<file path="config.mk">
export PLATFORM = sky130hd
export DESIGN_NAME = dsi_tx_line_packetizer_flat
export DESIGN_NICKNAME = d
export VERILOG_FILES = /design/src/rtl/dsi_tx_pkg.sv /design/src/rtl/dsi_tx_line_packetizer_if.sv /design/src/rtl/dsi_tx_crc16_x4.sv /design/src/rtl/dsi_tx_line_packetizer.sv /design/src/flat_wrapper.sv
export SDC_FILE = /design/constraint.sdc
export NUM_CORES = 1
export LEC_CHECK = 0
export BUFFER_PORTS_ARGS = -buffer_cell sky130_fd_sc_hd__buf_4
export CELL_PAD_IN_SITES_DETAIL_PLACEMENT = 0
export CELL_PAD_IN_SITES_GLOBAL_PLACEMENT = 1
export CORE_MARGIN = 2
export CORE_UTILIZATION = 40
export DETAILED_ROUTE_END_ITERATION = 12
export GPL_TIMING_DRIVEN = 0
export PLACE_DENSITY = 0.85
export SLEW_MARGIN = 5
export SYNTH_ARGS = -nofsm -noshare
export SYNTH_HDL_FRONTEND = slang
export SYNTH_SLANG_ARGS = --single-unit
</file>
<file path="constraint.sdc">
create_clock -name clk -period 3.7 [get_ports clk]
set_input_delay 0.555 -clock clk [delete_from_list [all_inputs] [get_ports clk]]
set_output_delay 0.555 -clock clk [all_outputs]
set_load 0.01 [all_outputs]
</file>
<file path="src/rtl/dsi_tx_pkg.sv">
// Shared definitions for the DSI transmit packet path: states, data IDs,
// CRC-16 constants and the header ECC / CRC byte helpers.
package dsi_tx_pkg;

  typedef enum logic [1:0] {
    ST_IDLE    = 2'd0,
    ST_HEADER  = 2'd1,
    ST_PAYLOAD = 2'd2,
    ST_CRC     = 2'd3
  } pkt_state_e;

  typedef logic [31:0] pkt_word_t;
  typedef logic [3:0]  pkt_strb_t;

  // Long-packet data IDs on virtual channel 0
  localparam logic [7:0] DI_RGB888      = 8'h3E;
  localparam logic [7:0] DI_RGB666_LOOSE = 8'h2E;
  localparam logic [7:0] DI_RGB666      = 8'h1E;

  // CRC-16 x^16+x^12+x^5+1, reflected form, no final XOR
  localparam logic [15:0] CRC_POLY = 16'h8408;
  localparam logic [15:0] CRC_INIT = 16'hFFFF;

  // Word counter wide enough for 65532/4 words
  localparam int CNT_W = 14;

  // 6-bit Hamming ECC over the 24 header bits {WC_hi, WC_lo, DI}; bits 7:6 are zero
  function automatic logic [7:0] dsi_ecc24(input logic [23:0] d);
    logic [5:0] p;
    p[0] = d[0]^d[1]^d[2]^d[4]^d[5]^d[7]^d[10]^d[11]^d[13]^d[16]^d[20]^d[21]^d[22]^d[23];
    p[1] = d[0]^d[1]^d[3]^d[4]^d[6]^d[8]^d[10]^d[12]^d[14]^d[17]^d[20]^d[21]^d[22]^d[23];
    p[2] = d[0]^d[2]^d[3]^d[5]^d[6]^d[9]^d[11]^d[12]^d[15]^d[18]^d[20]^d[21]^d[22];
    p[3] = d[1]^d[2]^d[3]^d[7]^d[8]^d[9]^d[13]^d[14]^d[15]^d[19]^d[20]^d[21]^d[23];
    p[4] = d[4]^d[5]^d[6]^d[7]^d[8]^d[9]^d[16]^d[17]^d[18]^d[19]^d[20]^d[22]^d[23];
    p[5] = d[10]^d[11]^d[12]^d[13]^d[14]^d[15]^d[16]^d[17]^d[18]^d[19]^d[21]^d[22]^d[23];
    return {2'b00, p};
  endfunction

  // Advance the CRC over one byte, bit 0 first
  function automatic logic [15:0] crc16_byte(input logic [15:0] crc, input logic [7:0] b);
    logic [15:0] c;
    c = crc;
    for (int i = 0; i < 8; i++) begin
      if (c[0] ^ b[i]) c = (c >> 1) ^ CRC_POLY;
      else             c = c >> 1;
    end
    return c;
  endfunction

endpackage

</file>
<file path="src/rtl/dsi_tx_line_packetizer_if.sv">
// Byte-packed packet word stream toward the lane distributor.
interface dsi_tx_line_packetizer_if;
  import dsi_tx_pkg::*;

  pkt_word_t pkt_data;   // byte 0 in [7:0]
  pkt_strb_t pkt_strb;   // valid-byte mask
  logic      pkt_valid;
  logic      pkt_last;
  logic      pkt_ready;

  modport master (output pkt_data, pkt_strb, pkt_valid, pkt_last, input pkt_ready);
  modport slave  (input pkt_data, pkt_strb, pkt_valid, pkt_last, output pkt_ready);
endinterface

</file>
<file path="src/rtl/dsi_tx_crc16_x4.sv">
// Combinational next-CRC over one 32-bit word, bytes 0..3 in order.
// Also used by the command packet path.
module dsi_tx_crc16_x4
  import dsi_tx_pkg::*;
(
  input  logic [15:0] crc_in,
  input  logic [31:0] data,
  output logic [15:0] crc_out
);

  logic [15:0] c;

  // Chain four byte steps into one single-cycle XOR network
  always_comb begin
    c = crc_in;
    for (int k = 0; k < 4; k++) begin
      c = crc16_byte(c, data[8*k +: 8]);
    end
    crc_out = c;
  end

endmodule

</file>
<file path="src/rtl/dsi_tx_line_packetizer.sv">
// Wraps one video line from the show-ahead pixel FIFO into a DSI long
// packet: header word (DI, WC, ECC), payload words, then the CRC-16 word.
module dsi_tx_line_packetizer
  import dsi_tx_pkg::*;
#(
  parameter int unsigned LINE_BYTES = 1920,
  parameter logic [7:0]  DATA_ID    = DI_RGB888
) (
  input  logic        clk,
  input  logic        rst,
  input  logic        line_req,
  output logic        line_busy,
  output logic        line_done,
  input  logic [31:0] fifo_data,
  input  logic        fifo_not_empty,
  input  logic        fifo_line_ready,
  output logic        fifo_read_ack,
  dsi_tx_line_packetizer_if.master pkt,
  output logic        underflow_err
);

  localparam logic [15:0]      WC       = 16'(LINE_BYTES);
  localparam logic [CNT_W-1:0] WORDS    = CNT_W'(LINE_BYTES / 4);
  localparam logic [31:0]      HDR_WORD = {dsi_ecc24({WC, DATA_ID}), WC, DATA_ID};

  pkt_state_e       state_q, state_d;
  logic [CNT_W-1:0] cnt_q, cnt_d;
  logic [15:0]      crc_q, crc_d;
  logic [15:0]      crc_next;

  pkt_word_t data_o;
  pkt_strb_t strb_o;
  logic      valid_o, last_o;

  dsi_tx_crc16_x4 u_crc (
    .crc_in  (crc_q),
    .data    (fifo_data),
    .crc_out (crc_next)
  );

  // State, word counter and running CRC; reset aborts any packet in flight
  always_ff @(posedge clk) begin
    if (rst) begin
      state_q <= ST_IDLE;
      cnt_q   <= '0;
      crc_q   <= CRC_INIT;
    end else begin
      state_q <= state_d;
      cnt_q   <= cnt_d;
      crc_q   <= crc_d;
    end
  end

  // Next state and all outputs; outputs are pure functions of state,
  // registers and the FIFO head so they hold while the stream is stalled
  always_comb begin
    state_d       = state_q;
    cnt_d         = cnt_q;
    crc_d         = crc_q;
    data_o        = '0;
    strb_o        = '0;
    valid_o       = 1'b0;
    last_o        = 1'b0;
    fifo_read_ack = 1'b0;
    line_done     = 1'b0;
    underflow_err = 1'b0;
    unique case (state_q)
      ST_IDLE: begin
        // A request without a full line buffered is dropped, not queued
        if (line_req && fifo_line_ready) begin
          state_d = ST_HEADER;
          cnt_d   = WORDS;
          crc_d   = CRC_INIT;
        end
      end
      ST_HEADER: begin
        data_o  = HDR_WORD;
        strb_o  = 4'hF;
        valid_o = 1'b1;
        if (pkt.pkt_ready) state_d = ST_PAYLOAD;
      end
      ST_PAYLOAD: begin
        data_o        = fifo_data;
        strb_o        = 4'hF;
        valid_o       = fifo_not_empty;
        // Stall on an empty FIFO rather than pad; flag every starved cycle
        underflow_err = !fifo_not_empty;
        if (fifo_not_empty && pkt.pkt_ready) begin
          fifo_read_ack = 1'b1;
          crc_d         = crc_next;
          cnt_d         = cnt_q - 1'b1;
          if (cnt_q == CNT_W'(1)) state_d = ST_CRC;
        end
      end
      ST_CRC: begin
        data_o  = {16'h0, crc_q};
        strb_o  = 4'b0011;
        valid_o = 1'b1;
        last_o  = 1'b1;
        if (pkt.pkt_ready) begin
          line_done = 1'b1;
          state_d   = ST_IDLE;
        end
      end
      default: state_d = ST_IDLE;
    endcase
  end

  assign line_busy     = (state_q != ST_IDLE);
  assign pkt.pkt_data  = data_o;
  assign pkt.pkt_strb  = strb_o;
  assign pkt.pkt_valid = valid_o;
  assign pkt.pkt_last  = last_o;

endmodule
</file>
<file path="src/flat_wrapper.sv">
// flat-port wrapper written by rule: the top's interface ports become plain ports
module dsi_tx_line_packetizer_flat import dsi_tx_pkg::*;
#(
  parameter int unsigned LINE_BYTES = 1920,
  parameter logic [7:0]  DATA_ID    = DI_RGB888
)
  (clk, rst, line_req, line_busy, line_done, fifo_data, fifo_not_empty, fifo_line_ready, fifo_read_ack, underflow_err, pkt_pkt_data, pkt_pkt_strb, pkt_pkt_valid, pkt_pkt_last, pkt_pkt_ready);
  dsi_tx_line_packetizer_if pkt_i ();
  input  logic clk;
  input  logic rst;
  input  logic line_req;
  output logic line_busy;
  output logic line_done;
  input  logic [31:0] fifo_data;
  input  logic fifo_not_empty;
  input  logic fifo_line_ready;
  output logic fifo_read_ack;
  output logic underflow_err;
  output wire logic [$bits(pkt_i.pkt_data)-1:0] pkt_pkt_data;
  output wire logic [$bits(pkt_i.pkt_strb)-1:0] pkt_pkt_strb;
  output wire logic [$bits(pkt_i.pkt_valid)-1:0] pkt_pkt_valid;
  output wire logic [$bits(pkt_i.pkt_last)-1:0] pkt_pkt_last;
  input wire logic [$bits(pkt_i.pkt_ready)-1:0] pkt_pkt_ready;
  assign pkt_pkt_data = pkt_i.pkt_data;
  assign pkt_pkt_strb = pkt_i.pkt_strb;
  assign pkt_pkt_valid = pkt_i.pkt_valid;
  assign pkt_pkt_last = pkt_i.pkt_last;
  assign pkt_i.pkt_ready = pkt_pkt_ready;
  dsi_tx_line_packetizer #(.LINE_BYTES(LINE_BYTES), .DATA_ID(DATA_ID)) u_core (.clk(clk), .rst(rst), .line_req(line_req), .line_busy(line_busy), .line_done(line_done), .fifo_data(fifo_data), .fifo_not_empty(fifo_not_empty), .fifo_line_ready(fifo_line_ready), .fifo_read_ack(fifo_read_ack), .pkt(pkt_i), .underflow_err(underflow_err));
endmodule
</file>
-- After elaboration in Yosys (flattened, before gate mapping)
Cells that the tools add are included.
- add/subtract/negate cells: 1
- equality and inequality tests: 9
- mux-type cells: 53
- bitwise logic cells: 64
- reduce and logical (&&, ||, !) cells: 10
- operator list (operator ; count):
    $mux W16 ; 34
    $not A2 Y3 ; 32
    $pmux W32 S3 ; 1
    $pmux W16 S2 ; 1
    $xor A1 B1 Y1 ; 32
    $mux W14 ; 2
    $pmux W14 S2 ; 1
    $eq A14 B1 Y1 const B ; 1
    $sub A14 B1 Y14 const B ; 1
    $mux W2 ; 5
    $pmux W2 S4 ; 1
    $pmux W4 S2 ; 1
    $mux W1 ; 6
    $ne A2 B1 Y1 const B ; 3
    $reduce_and A5 Y1 ; 1
    $eq A2 B2 Y1 const B ; 2
    $ne A2 B2 Y1 const B ; 2
    $reduce_bool A2 Y1 ; 2
    $reduce_or A2 Y1 ; 2
    $reduce_and A3 Y1 ; 1
    $eq A2 B1 Y1 const B ; 1
    $logic_and A1 B1 Y1 ; 2
    $logic_not A2 Y1 ; 1
    $pmux W1 S2 ; 1
    $logic_not A1 Y1 ; 1
- bits in registers: 32
- output and inout bits: 42

-- Logic depth before layout (Yosys ltp)
Gate-level depths: netlist (run 1).
- depth in word-level cells: 66
- depth in mapped cells: 10

-- Cells and area by module
A second synthesis (run 1) with hierarchy kept.
- cells, all modules: 328
- area total of the unflattened synthesis: 2999.1 um^2
- modules (own cells, without submodules) (module ; instances ; cells each ; area each (um^2) ; sequential area each (um^2)):
    dsi_tx_line_packetizer ; 1 ; 241 ; 1855.5 ; 640.6
    dsi_tx_crc16_x4 ; 1 ; 87 ; 1143.6 ; 0.0

-- Least setup slack after synthesis (run 1)
OpenSTA, ideal clock, no wires.
- path kind: reg2reg
- start: register u_core.state_q[1]
- end: register u_core.cnt_q[7]
- arrival time: 2468 ps
- required time: 3569 ps
- setup slack: 1101 ps
- stages on the path, launching flop included: 11
- buffers on the path: 2
- cell sequence: dfxtp_1 -> clkbuf_1 -> inv_1 -> ha_1 -> clkbuf_1 -> a21boi_1 -> a211oi_1 -> and4_1 -> nor2b_1 -> xnor2_1 -> a21oi_1
- cells in the longest elaborated chain, start to end: 3
- RTL lines (what ; RTL line ; source):
    from (decl) ; dsi_tx_line_packetizer.sv:26 ; pkt_state_e state_q, state_d;
    from (signal assigned) ; dsi_tx_line_packetizer.sv:48 ; state_q <= state_d;
    $eq A2 B2 Y1 or $logic_not A2 Y1 (tied branches) ; dsi_tx_line_packetizer.sv:67 ; unique case (state_q)
    $ne A2 B1 Y1 (no source line) or $reduce_bool A2 Y1 (tied branches) ; - ;
    $reduce_and A3 Y1 (no source line) ; - ;
    to (signal assigned) ; dsi_tx_line_packetizer.sv:49 ; cnt_q <= cnt_d;
    to (decl) ; dsi_tx_line_packetizer.sv:27 ; logic [CNT_W-1:0] cnt_q, cnt_d;
Parallel ways exist; a longest one is shown, timed or not.
A chain may end at the register's enable or synchronous reset.

-- Worst setup path in the final report (run 1)
Ends and elaborated chain as after synthesis.

==> metrics.yaml, run 1 <==
run_status:
  run_status: "completed"
global_routing:
  grt.overflow.total: 0
  grt_antenna_before_repair: 0
  grt_pass1_vias: 2350
  grt_max_degree: 11
  grt_pass1_wl_um: 12000
  track_usage: 0.182
floorplanning:
  dieArea_um2: 8170
  initial_core_util: 0.412
  boundaryPins: 80
  die_width_um: 90.4
  floorplan.core_area_um2: 7250
  dieHeight_um: 90.4
  placement_rows: 31
place:
  dp_cells: 485
  place.detailed.hpwl_um: 6060
  gp_congestion: 0.845
  place.port_buffers: 79
yosys:
  ys_ff_latch: 32
  synth.lib_cells_used.distinct: 38
  post_synth_inst_count: 307
  synth_warnings: 0
  postSynthAreaPerCell_um2: 9.73
  synth.net_count: 352
  post_synth_instance_area_um2: 2990
  synth_sequential_area_ratio: 0.214
critical_path:
  timing.critical_path.cells: "clkbuf_1, inv_1, ha_1, clkbuf_1, a21boi_1, a211oi_1, and4_1, nor2b_1, xnor2_1, a21oi_1"
  worstSetupStartpointType: "register"
  ff2ff_path_depth: 10
  cp_top_family: "compound AO/OA/AOI/OAI gates"
  r2r-end: "u_core.cnt_q[7]"
  worst-setup-path-type: "register to register"
  crit_end_element: "register"
  cp.required_ns: 3.85
  minimum_setup_slack_among_reg_to_reg_paths_ns: 0.37
  cp_num_buf_inv: 3
  slowest_delay_ns: 0.91
  critical_path.reg2reg.startpoint: "u_core.state_q[1]"
  crit_slowest_cell: "sky130_fd_sc_hd__a211oi_1"
  path_common_cell: "sky130_fd_sc_hd__clkbuf_1"
  cp.arrival_ns: 3.48
  path_max_fanout: 10
worst_hold_path:
  holdCritStartpoint: "u_core.cnt_q[1]"
  hold_path_class: "register to register"
  worstHoldEndpoint: "u_core.cnt_q[1]"
  min_path_cells: 2
drt:
  route.detailed.drc: 0
  dr_total_vias: 2407
  antenna_left: 0
  detail_route.first_pass.iterations: 4
  postRouteWirelength_um: 7360
  detail_route.iter0.violations: 121
  wl_per_cell_um: 14.9
  route.detailed.vias_per_inst: 4.88
clock_tree:
  cts_buffers: 5
  clock_sink_count: 32
  cts_tree: "built"
  post_cts.repair.setup_buffers: 0
  clkLatencyLatePin_ns: 0.28
  h_tree_depth: 2
  clockRootBuffer: "sky130_fd_sc_hd__clkbuf_8"
  clkTransAtPathRegs_ns: 0.07
  post_cts_resized: 0
  ctsHoldBuffers: 0
  cts_buffer_depth: 2
pwr:
  power_density_nw_per_um2: 1160
  total_leakage_power_nw: 1.81
  ir_drop_mv: 0.557
timing:
  tightest_slew_ns: 1.11
  finalSetupViolations: 0
  slew_headroom: 0.256
  final.setup.tns_ns: 0
  report.final.hold_viol_count: 0
  fin_crit_sh: 0.899
  unrepaired_setup_endpoints_after_global_routing: "false"
  final.min_clock_period_ns: 3.33
  fmax_mhz: 301
  fin_worst_skew_ns: 0.00554
  timing.final.max_slew_violations: 0
flow_run:
  timing.max_cap.violations: 0
layout:
  drive_gt1_frac: 0.264
  antenna_diode_count: 0
  area_growth_pct: 27.1
  num-nets-final: 438
  filler_cell_count_in_the_final_layout: 688
  final_cell_count_no_fill: 493
[cell usage after synthesis (all sizes together)]
cell     n  area share
and2    12       0.025
a21oi   24       0.040
nor2b    4      0.0084
nand2b   2      0.0042
a21o     6       0.015
clkbuf  11       0.014
o21ai    5      0.0084
a21boi   1      0.0025
or2      2      0.0042
xnor2   57        0.19
a22oi   16       0.040
o22a     3      0.0088
inv      7      0.0088
nand3b   3      0.0075
nand3    1      0.0017
xor3     5       0.040
nor4     2      0.0042
dfxtp   32        0.21
ha       7       0.029
nand4b   1      0.0029
nor3     5      0.0084
a211oi   1      0.0025
nand2   13       0.016
nor2    34       0.043
and3     2      0.0042
o211ai   5       0.013
buf      5       0.010
xor2    13       0.038
or4      2      0.0050
mux2i    1      0.0034
xnor3   24        0.18
and4     1      0.0029
[cell type report]
class                      count  area [um^2]  area share
multi-input combinational    252         2250       0.592
tap                           99          124      0.0326
sequential                    32          641       0.169
buffer                        16         71.3      0.0188
inverter                       7         26.3     0.00692
clock inverter                 2         10.0     0.00264
clock buffer                   6         82.6      0.0218
timing repair buffer          79          593       0.156
[state kept, by name, summed over array words and instances (netlist names)]
name,cells
u_core.crc_q,16
u_core.cnt_q,14
u_core.state_q,2
[worst max path at each step]
| stage | startpoint | endpoint | slack, ns | cells after the start |
|---|---|---|---|---|
| 2_1_floorplan | u_core.state_q[1] | u_core.cnt_q[7] | 1.10 | 10 |
| 3_3_place_gp | u_core.state_q[1] | u_core.cnt_q[7] | 0.45 | 10 |
| 3_5_place_dp | u_core.state_q[1] | u_core.cnt_q[7] | 0.40 | 10 |
| 4_1_cts | u_core.state_q[1] | u_core.cnt_q[7] | 0.39 | 10 |
| 5_1_grt | u_core.state_q[1] | u_core.cnt_q[7] | 0.07 | 10 |
| 6_report | u_core.state_q[1] | u_core.cnt_q[7] | 0.37 | 10 |
[layout by cell type, fill, tap and decap left out]
cell type                   n
sky130_fd_sc_hd__buf_4     82
sky130_fd_sc_hd__xnor2_1   49
sky130_fd_sc_hd__nor2_1    34
sky130_fd_sc_hd__dfxtp_1   32
sky130_fd_sc_hd__a21oi_1   24
sky130_fd_sc_hd__xnor3_1   19
sky130_fd_sc_hd__a22oi_1   16
sky130_fd_sc_hd__nand2_1   13
sky130_fd_sc_hd__xor2_1    13
sky130_fd_sc_hd__clkbuf_1  11
sky130_fd_sc_hd__and2_1    11
sky130_fd_sc_hd__inv_1      7
sky130_fd_sc_hd__xnor2_2    7
sky130_fd_sc_hd__ha_1       7
sky130_fd_sc_hd__a21o_1     6
sky130_fd_sc_hd__clkbuf_8   6
sky130_fd_sc_hd__xnor3_2    5
sky130_fd_sc_hd__xor3_1     5
sky130_fd_sc_hd__o21ai_1    5
sky130_fd_sc_hd__nor3_1     5
sky130_fd_sc_hd__o211ai_1   5
sky130_fd_sc_hd__nor2b_1    4
sky130_fd_sc_hd__o22a_1     3
sky130_fd_sc_hd__nand3b_1   3
sky130_fd_sc_hd__buf_1      2
sky130_fd_sc_hd__and3_1     2
sky130_fd_sc_hd__nand2b_1   2
sky130_fd_sc_hd__nor4_1     2
sky130_fd_sc_hd__or4_1      2
sky130_fd_sc_hd__clkinv_2   2
sky130_fd_sc_hd__and2_0     1
sky130_fd_sc_hd__a21boi_1   1
sky130_fd_sc_hd__a211oi_1   1
sky130_fd_sc_hd__nand4b_1   1
sky130_fd_sc_hd__or2_2      1
sky130_fd_sc_hd__xnor2_4    1
sky130_fd_sc_hd__and4_1     1
sky130_fd_sc_hd__mux2i_1    1
sky130_fd_sc_hd__nand3_1    1
sky130_fd_sc_hd__or2_0      1
[worst reg2reg max path, cell delays in order, from the launching register on]
cell and delay (ns):
sky130_fd_sc_hd__dfxtp_1 0.38, sky130_fd_sc_hd__clkbuf_1 0.35, sky130_fd_sc_hd__inv_1 0.15, sky130_fd_sc_hd__ha_1 0.20
sky130_fd_sc_hd__clkbuf_1 0.20, sky130_fd_sc_hd__a21boi_1 0.20, sky130_fd_sc_hd__a211oi_1 0.91, sky130_fd_sc_hd__and4_1 0.41
sky130_fd_sc_hd__nor2b_1 0.18, sky130_fd_sc_hd__xnor2_1 0.13, sky130_fd_sc_hd__a21oi_1 0.08
[layer usage]
metal  vias up  GRT usage  routed length [um]
met1      1127      0.241                3440
met4         0     0.0385                  61
met2        58      0.314                3560
li1       1217          -                   -
met3         5     0.0301                 301
met5         -          0                   0
[cell families after synthesis]
kind of cell | Yosys count | share of synthesized area
AND/OR/NAND/NOR | 84 | 0.138
XOR/XNOR | 99 | 0.452
multiplexers | 1 | 0.00335
adder cells (fa/ha/maj) | 7 | 0.0293
buffers and inverters | 23 | 0.0327
AO/OA/AOI/OAI | 61 | 0.130
flip-flops | 32 | 0.214
[per-stage QoR]
stage / area [um^2] / hold slack (ns) / utilization / setup slack, ns / power [mW]
3_3_place_gp: 3700 / 0.470 / 0.511 / 0.454 / 4.07
3_5_place_dp: 3700 / 0.482 / 0.511 / 0.403 / 4.11
6_report: 3800 / 0.505 / 0.523 / 0.374 / 4.39
4_1_cts: 3800 / 0.498 / 0.523 / 0.389 / 4.42
5_1_grt: 3800 / 0.542 / 0.523 / 0.0670 / 4.70
2_1_floorplan: 2990 / 0.454 / - / 1.10 / 3.38
[power breakdown]
part	total (mW)	internal [mW]	switching (mW)	leakage, nW
combinational	3.54	1.96	1.59	1.49
sequential	0.567	0.458	0.109	0.263
clock	0.276	0.148	0.128	0.0510
total	4.39	2.56	1.82	1.81
(Power assumes the default switching activity.)
==> run 2, diff against run 1 <==
Settings changed: ABC_AREA set to 1, CORE_UTILIZATION 40 to 38, PLACE_DENSITY 0.85 to 0.87.
==> run 2 against run 1 <==
  * Synthesized cell count increased by 93%
  * Count of clock-buffer cells in the layout increased by 2
  * Fmax increased by 21%
  * Wire length increased by 43%
  * Clock skew about the same
  * Largest cell class unchanged
  * Highest routed layer unchanged
==> metrics.yaml, run 2 <==
layout:
  drive_gt1_frac: 0.239  # -0.0254
  filler_cell_count_in_the_final_layout: 1002  # +46%
  largest_register_ffs: 16  # unchanged
  registers.top_by_ff_count: "u_core.crc_q"
  most_common_cell_after_layout_fill_and_taps_aside: "sky130_fd_sc_hd__nand2_1"
  antenna_diode_count: 0  # unchanged
  reg_top3: "u_core.crc_q: 16 flops, u_core.cnt_q: 14 flops, u_core.state_q: 2 flops"
  area_growth_pct: 23.0
  num-nets-final: 723  # +65%
  most_frequent_cells_in_the_layout: "sky130_fd_sc_hd__nand2_1, sky130_fd_sc_hd__buf_4, sky130_fd_sc_hd__inv_1, sky130_fd_sc_hd__nand3_1, sky130_fd_sc_hd__nand2_2"
yosys:
  yosys_most_used_dff: "sky130_fd_sc_hd__dfxtp_1"
  synth_sequential_area_ratio: 0.181  # -0.0333
  ys_ff_latch: 32  # unchanged
  library_cell_with_the_highest_instance_count_after_synthesis: "sky130_fd_sc_hd__nand2_1"
  postSynthAreaPerCell_um2: 5.96  # -39%
  synth_warnings: 0  # unchanged
  netlist_top_cells_count: "sky130_fd_sc_hd__nand2_1, sky130_fd_sc_hd__inv_1, sky130_fd_sc_hd__nand3_1, sky130_fd_sc_hd__nand2_2"
  asyncSetResetFlopFracSynth: 0  # unchanged
  yosys.area.top_type_share: 0.213  # -0.00112
  synth_enable_flop_cells: 0  # unchanged
  synth.net_count: 638  # +81%
  post_synth_instance_area_um2: 3540  # +18%
  synthTopCellsByArea: "sky130_fd_sc_hd__nand2_1, sky130_fd_sc_hd__dfxtp_1, sky130_fd_sc_hd__inv_1"
  post_synth_inst_count: 593  # +93%
  synth_top_cell_by_area: "sky130_fd_sc_hd__nand2_1"
  synth.lib_cells_used.distinct: 38  # unchanged
timing:
  unrepaired_setup_endpoints_after_global_routing: "false"
  timing.final.max_slew_violations: 0  # unchanged
  finalSetupViolations: 0  # unchanged
  slew_headroom: 0.612  # +0.356
  tightest_slew_ns: 0.582  # -0.527 ns
  final.min_clock_period_ns: 2.74  # -0.581 ns
  report.final.hold_viol_count: 0  # unchanged
  fmax_mhz: 364  # +21%
  final.setup.tns_ns: 0  # unchanged
  fin_worst_skew_ns: 0.00570  # +0.000159 ns
  fin_crit_sh: 0.742  # -0.157
critical_path:
  worst-setup-path-type: "register to register"
  crit_end_element: "register"
  cp.arrival_ns: 2.91  # -0.57 ns
  cp.required_ns: 3.87  # +0.02 ns
  worstSetupStartpointType: "register"
  path_max_fanout: 8  # -2
drt:
  detail_route.first_pass.iterations: 4  # unchanged
  dr_total_vias: 3846  # +60%
  detail_route.iter0.violations: 180  # +49%
  wl_per_cell_um: 13.3  # -11%
  route.detailed.vias_per_inst: 4.87  # -0.29%
  antenna_left: 0  # unchanged
  route.detailed.drc: 0  # unchanged
  postRouteWirelength_um: 10500  # +43%
clock_tree:
  ctsHoldBuffers: 0  # unchanged
  cts_tree: "built"
  post_cts.repair.setup_buffers: 0  # unchanged
  clock_sink_count: 32  # unchanged
  h_tree_depth: 2  # unchanged
  clkLatencyLatePin_ns: 0.28  # about the same
  post_cts_resized: 0  # unchanged
  cts_buffers: 5  # unchanged
  clkTransAtPathRegs_ns: 0.07  # about the same
  clockRootBuffer: "sky130_fd_sc_hd__clkbuf_8"
  cts_buffer_depth: 2  # unchanged
global_routing:
  grt_util_met3: 0.0333  # +0.00324
  grt.overflow.total: 0  # unchanged
  grt_most_used_layer: "met2"
  grt_max_degree: 11  # unchanged
  grt_antenna_before_repair: 0  # unchanged
  global_route.usage.met1: 0.285  # +0.0440
  grt_pass1_wl_um: 16900  # +40%
  grtUsageMet2: 0.351  # +0.0371
  track_usage: 0.211  # +0.0286
  grt_pass1_vias: 3582  # +52%
floorplanning:
  boundaryPins: 80  # unchanged
  dieHeight_um: 100  # +11%
  dieArea_um2: 10100  # +23%
  floorplan.core_area_um2: 9150  # +26%
  initial_core_util: 0.386  # -0.0254
  placement_rows: 35  # +13%
  die_width_um: 100  # +11%
place:
  gp_congestion: 0.863  # +2.1%
  place.detailed.hpwl_um: 8870  # +46%
  place.port_buffers: 78  # -1.3%
run_status:
  run_status: "completed"
flow_run:
  timing.max_cap.violations: 0  # unchanged
worst_hold_path:
  hold_path_class: "register to register"
[run 2: cell count changes after synthesis, moves of 11 or more]
cell	delta
sky130_fd_sc_hd__and2_1	-11
sky130_fd_sc_hd__o21ai_0	+25
sky130_fd_sc_hd__nand2_1	+188
sky130_fd_sc_hd__a22oi_1	-16
sky130_fd_sc_hd__nand2_4	+12
sky130_fd_sc_hd__nand3_1	+45
sky130_fd_sc_hd__nand2_2	+35
sky130_fd_sc_hd__xnor3_1	-19
sky130_fd_sc_hd__inv_1	+71
sky130_fd_sc_hd__xnor2_1	-39
[run 2: layout make-up]
cell class	instances	area [um^2]	share of cell area
flip-flops and latches	32	641	0.147
repair buffers	78	586	0.135
well taps	111	139	0.0319
plain buffers	14	68.8	0.0158
inverters	88	330	0.0759
clock buffers	8	90.1	0.0207
multi-input cells	459	2500	0.574
[run 2: path summary, 6_finish.rpt]
path	from	end	slack (ns)	cells after the start
min reg2reg	u_core.cnt_q[13]	u_core.cnt_q[13]	0.48	2
max	u_core.state_q[0]	u_core.cnt_q[13]	0.96	17
min	u_core.cnt_q[13]	u_core.cnt_q[13]	0.48	2
max reg2reg	u_core.state_q[0]	u_core.cnt_q[13]	0.96	17
[run 2: stage by stage]
stage / std cells / utilization / worst slack (ns) / instance area, um^2 / hold slack [ns]
global route: 790 / 0.475 / 0.598 / 4350 / 0.507
global placement: 782 / 0.465 / 0.936 / 4260 / 0.453
detailed placement: 782 / 0.465 / 0.873 / 4260 / 0.467
finish: 790 / 0.475 / 0.955 / 4350 / 0.476
CTS: 790 / 0.475 / 0.954 / 4350 / 0.479
floorplan: 593 / - / 1.40 / 3540 / 0.439
[run 2: critical path: stages, from the launching register on]
cell and delay [ns]:
sky130_fd_sc_hd__dfxtp_1 0.42, sky130_fd_sc_hd__inv_1 0.11, sky130_fd_sc_hd__ha_1 0.19, sky130_fd_sc_hd__buf_2 0.18
sky130_fd_sc_hd__o21ai_0 0.09, sky130_fd_sc_hd__nand2_1 0.14, sky130_fd_sc_hd__a21oi_4 0.25, sky130_fd_sc_hd__inv_2 0.10
sky130_fd_sc_hd__nor4_4 0.19, sky130_fd_sc_hd__nand2_1 0.08, sky130_fd_sc_hd__nor2_1 0.13, sky130_fd_sc_hd__nand2_1 0.09
sky130_fd_sc_hd__nor2_1 0.13, sky130_fd_sc_hd__inv_1 0.09, sky130_fd_sc_hd__nor2_2 0.12, sky130_fd_sc_hd__nand2_1 0.08
sky130_fd_sc_hd__o21ai_0 0.18, sky130_fd_sc_hd__a21oi_1 0.06
[run 2: per-layer routing]
layer  wire (um)  share of wire  vias up
li1            -              -     2021
met1        4910           0.47     1727
met2        4890           0.46       88
met3         599          0.057       10
met4         115          0.011        0
met5           0              0        -
[run 2: cells by family (layout without fill, tap and decap cells)]
logic type               count (synthesis)  count (layout)  synth area share
AO/OA/AOI/OAI                           74              74             0.117
buffers and inverters                  102             188             0.113
XOR/XNOR                                35              35             0.108
AND/OR/NAND/NOR                        343             343             0.456
adder cells (fa/ha/maj)                  7               7            0.0248
flip-flops                              32              32             0.181
Power of run 2 is not shown: default switching activity piles up to over one toggle a cycle in this logic, so the estimate is an artifact.
==> run 3, diff against run 2 <==
Clock period 3.7 ns to 2.74 ns, I/O delays scaled along.
==> run 3 against run 2 <==
  * Worst setup slack worse by 0.71 ns
  * Die area is the same
  * Register-to-register slack worse by 0.71 ns
  * Worst hold slack gained 0.0054 ns
  * Core utilization up 0.52 points
  * Count of clock-buffer cells in the layout unchanged
  * Via count up 1.3%
  * Critical endpoint is now u_core.cnt_q[8]
  * Largest cell class unchanged
==> metrics.yaml, run 3 (same netlist as run 2, synthesis figures left out) <==
critical_path:
  ff2ff_path_depth: 13  # -4
  timing.critical_path.cells: "inv_1, ha_1, buf_2, o21ai_0, nand2_1, a21oi_4, nand2_1, nor2_1, inv_1, nor3_1, inv_1, o21ai_0, a31oi_1"
  crit_slowest_cell: "sky130_fd_sc_hd__dfxtp_2"
  cp.required_ns: 2.89  # -0.98 ns
  cp.arrival_ns: 2.65  # -0.26 ns
  worstSetupStartpointType: "register"
  worst-setup-path-type: "register to register"
  crit_end_element: "register"
  path_common_cell: "sky130_fd_sc_hd__inv_1"
  slowest_delay_ns: 0.37  # -0.05 ns
  path_max_fanout: 8  # unchanged
floorplanning:
  die_width_um: 100  # unchanged
  boundaryPins: 80  # unchanged
  dieArea_um2: 10100  # unchanged
  initial_core_util: 0.386  # unchanged
  placement_rows: 35  # unchanged
  floorplan.core_area_um2: 9150  # unchanged
  dieHeight_um: 100  # unchanged
run_status:
  run_status: "completed"
drt:
  detail_route.iter0.violations: 180  # unchanged
  wl_per_cell_um: 13.3  # +0.21%
  route.detailed.vias_per_inst: 4.91  # +0.89%
  antenna_left: 0  # unchanged
  met2WireLength_um: 4970  # +1.7%
  postRouteWirelength_um: 10600  # +0.59%
  wl_met1_um: 4760  # -3.1%
  met3_length_um: 743  # +24%
  dr_total_vias: 3895  # +1.3%
  top_layer_used: "met4"
  detail_route.first_pass.iterations: 4  # unchanged
  route.detailed.drc: 0  # unchanged
timing:
  timing.final.max_slew_violations: 0  # unchanged
  finalSetupViolations: 0  # unchanged
  tightest_slew_ns: 0.562  # -0.0194 ns
  unrepaired_setup_endpoints_after_global_routing: "true"
  fin_crit_sh: 0.911  # +0.169
  fin_worst_skew_ns: 0.00625  # +0.000547 ns
  final.min_clock_period_ns: 2.50  # -0.249 ns
  hold-worst-slack_ns: 0.481  # +0.00538 ns
  fmax_mhz: 401  # +10%
  slew_headroom: 0.625  # +0.0129
  report.final.hold_viol_count: 0  # unchanged
  final.setup.tns_ns: 0  # unchanged
place:
  gp_congestion: 0.863  # unchanged
  place.detailed.hpwl_um: 8870  # unchanged
  placement.cell_area_um2: 4260  # unchanged
  place.port_buffers: 78  # unchanged
layout:
  drive_gt1_frac: 0.252  # +0.0136
  most_common_cell_after_layout_fill_and_taps_aside: "sky130_fd_sc_hd__nand2_1"
  postLayoutCoreUtil: 0.481  # +0.00519
  most_frequent_cells_in_the_layout: "sky130_fd_sc_hd__nand2_1, sky130_fd_sc_hd__buf_4, sky130_fd_sc_hd__inv_1, sky130_fd_sc_hd__nand3_1, sky130_fd_sc_hd__nand2_2"
  reg_top3: "u_core.crc_q: 16 flops, u_core.cnt_q: 14 flops, u_core.state_q: 2 flops"
  sequential_cell_area_um2: 643  # +0.39%
  final_design_area_no_fill_um2: 4400  # +1.1%
  multi_input_area_um2: 2520  # +0.90%
  filler_cell_count_in_the_final_layout: 1000  # -0.20%
  largest_register_ffs: 16  # unchanged
  antenna_diode_count: 0  # unchanged
  registers.top_by_ff_count: "u_core.crc_q"
  num-nets-final: 726  # +0.41%
  area_growth_pct: 24.4
clock_tree:
  clockRootBuffer: "sky130_fd_sc_hd__clkbuf_8"
  clkTransAtPathRegs_ns: 0.07  # about the same
  clock_sink_count: 32  # unchanged
  clkLatencyLatePin_ns: 0.28  # about the same
  h_tree_depth: 2  # unchanged
  cts_tree: "built"
  cts_buffers: 5  # unchanged
  cts_buffer_depth: 2  # unchanged
global_routing:
  grt_pass1_vias: 3595  # +0.36%
  grt.overflow.total: 0  # unchanged
  track_usage: 0.211  # +0.000437
  grt_max_degree: 11  # unchanged
  grt_antenna_before_repair: 0  # unchanged
  grt_pass1_wl_um: 16900  # +0.17%
flow_run:
  timing.max_cap.violations: 0  # unchanged
worst_hold_path:
  min_path_cells: 2  # unchanged
  hold_path_class: "register to register"
-- run 3: cell count changes in the layout (fill, tap and decap cells not counted) --
cell	before	now
sky130_fd_sc_hd__dfxtp_1	32	30
sky130_fd_sc_hd__buf_4	82	85
sky130_fd_sc_hd__xor2_1	18	16
sky130_fd_sc_hd__o21ai_1	4	5
sky130_fd_sc_hd__xor2_2	2	4
sky130_fd_sc_hd__nor2_1	32	30
sky130_fd_sc_hd__nand2_2	35	36
sky130_fd_sc_hd__o21ai_0	25	24
sky130_fd_sc_hd__nand2_1	201	200
sky130_fd_sc_hd__dfxtp_2	0	2
sky130_fd_sc_hd__nor2_2	1	3
-- run 3: final cells by class --
class / instances / share of cell area
well taps: 111 / 0.0316
clock buffers: 8 / 0.0205
flip-flops and latches: 32 / 0.146
repair buffers: 81 / 0.138
plain buffers: 14 / 0.0156
inverters: 88 / 0.0751
multi-input cells: 459 / 0.573
-- run 3: critical path: cells and delay by family (launching register included) --
kind                       cells  cell delay [ns]
AOI/OAI and AO/OA              4             0.55
adders and majority gates      1             0.19
buffers and inverters          4             0.46
DFF                            1             0.37
and+or+nand+nor                4             0.79
-- run 3: final timing paths --
kind	from	endpoint	slack (ns)
min reg2reg	u_core.cnt_q[13]	u_core.cnt_q[13]	0.48
max reg2reg	u_core.state_q[0]	u_core.cnt_q[8]	0.24
min	u_core.cnt_q[13]	u_core.cnt_q[13]	0.48
max	u_core.state_q[0]	u_core.cnt_q[8]	0.24
-- run 3: layer usage --
layer | vias to the layer above | track usage
met1 | 1762 | 0.285
li1 | 2024 | -
met5 | - | 0
met3 | 10 | 0.0333
met2 | 99 | 0.353
met4 | 0 | 0.0527
-- run 3: through the flow --
| stage | std cells | worst slack (ns) |
|---|---|---|
| 6_report | 793 | 0.244 |
| 5_1_grt | 793 | -0.0405 |
| 3_5_place_dp | 782 | 0.00533 |
| 4_1_cts | 791 | 0.0912 |
| 2_1_floorplan | 593 | 0.439 |
| 3_3_place_gp | 782 | 0.0900 |
-- run 3: repair_timing --
item | 4_1_cts | 5_1_grt
hold buffers | 0 | 0
buffers inserted | 1 | 2
pin swaps | 0 | 1
resized for setup | 0 | 8
setup endpoints to repair | 1 | 5
Power of run 3 is left out for the same reason.
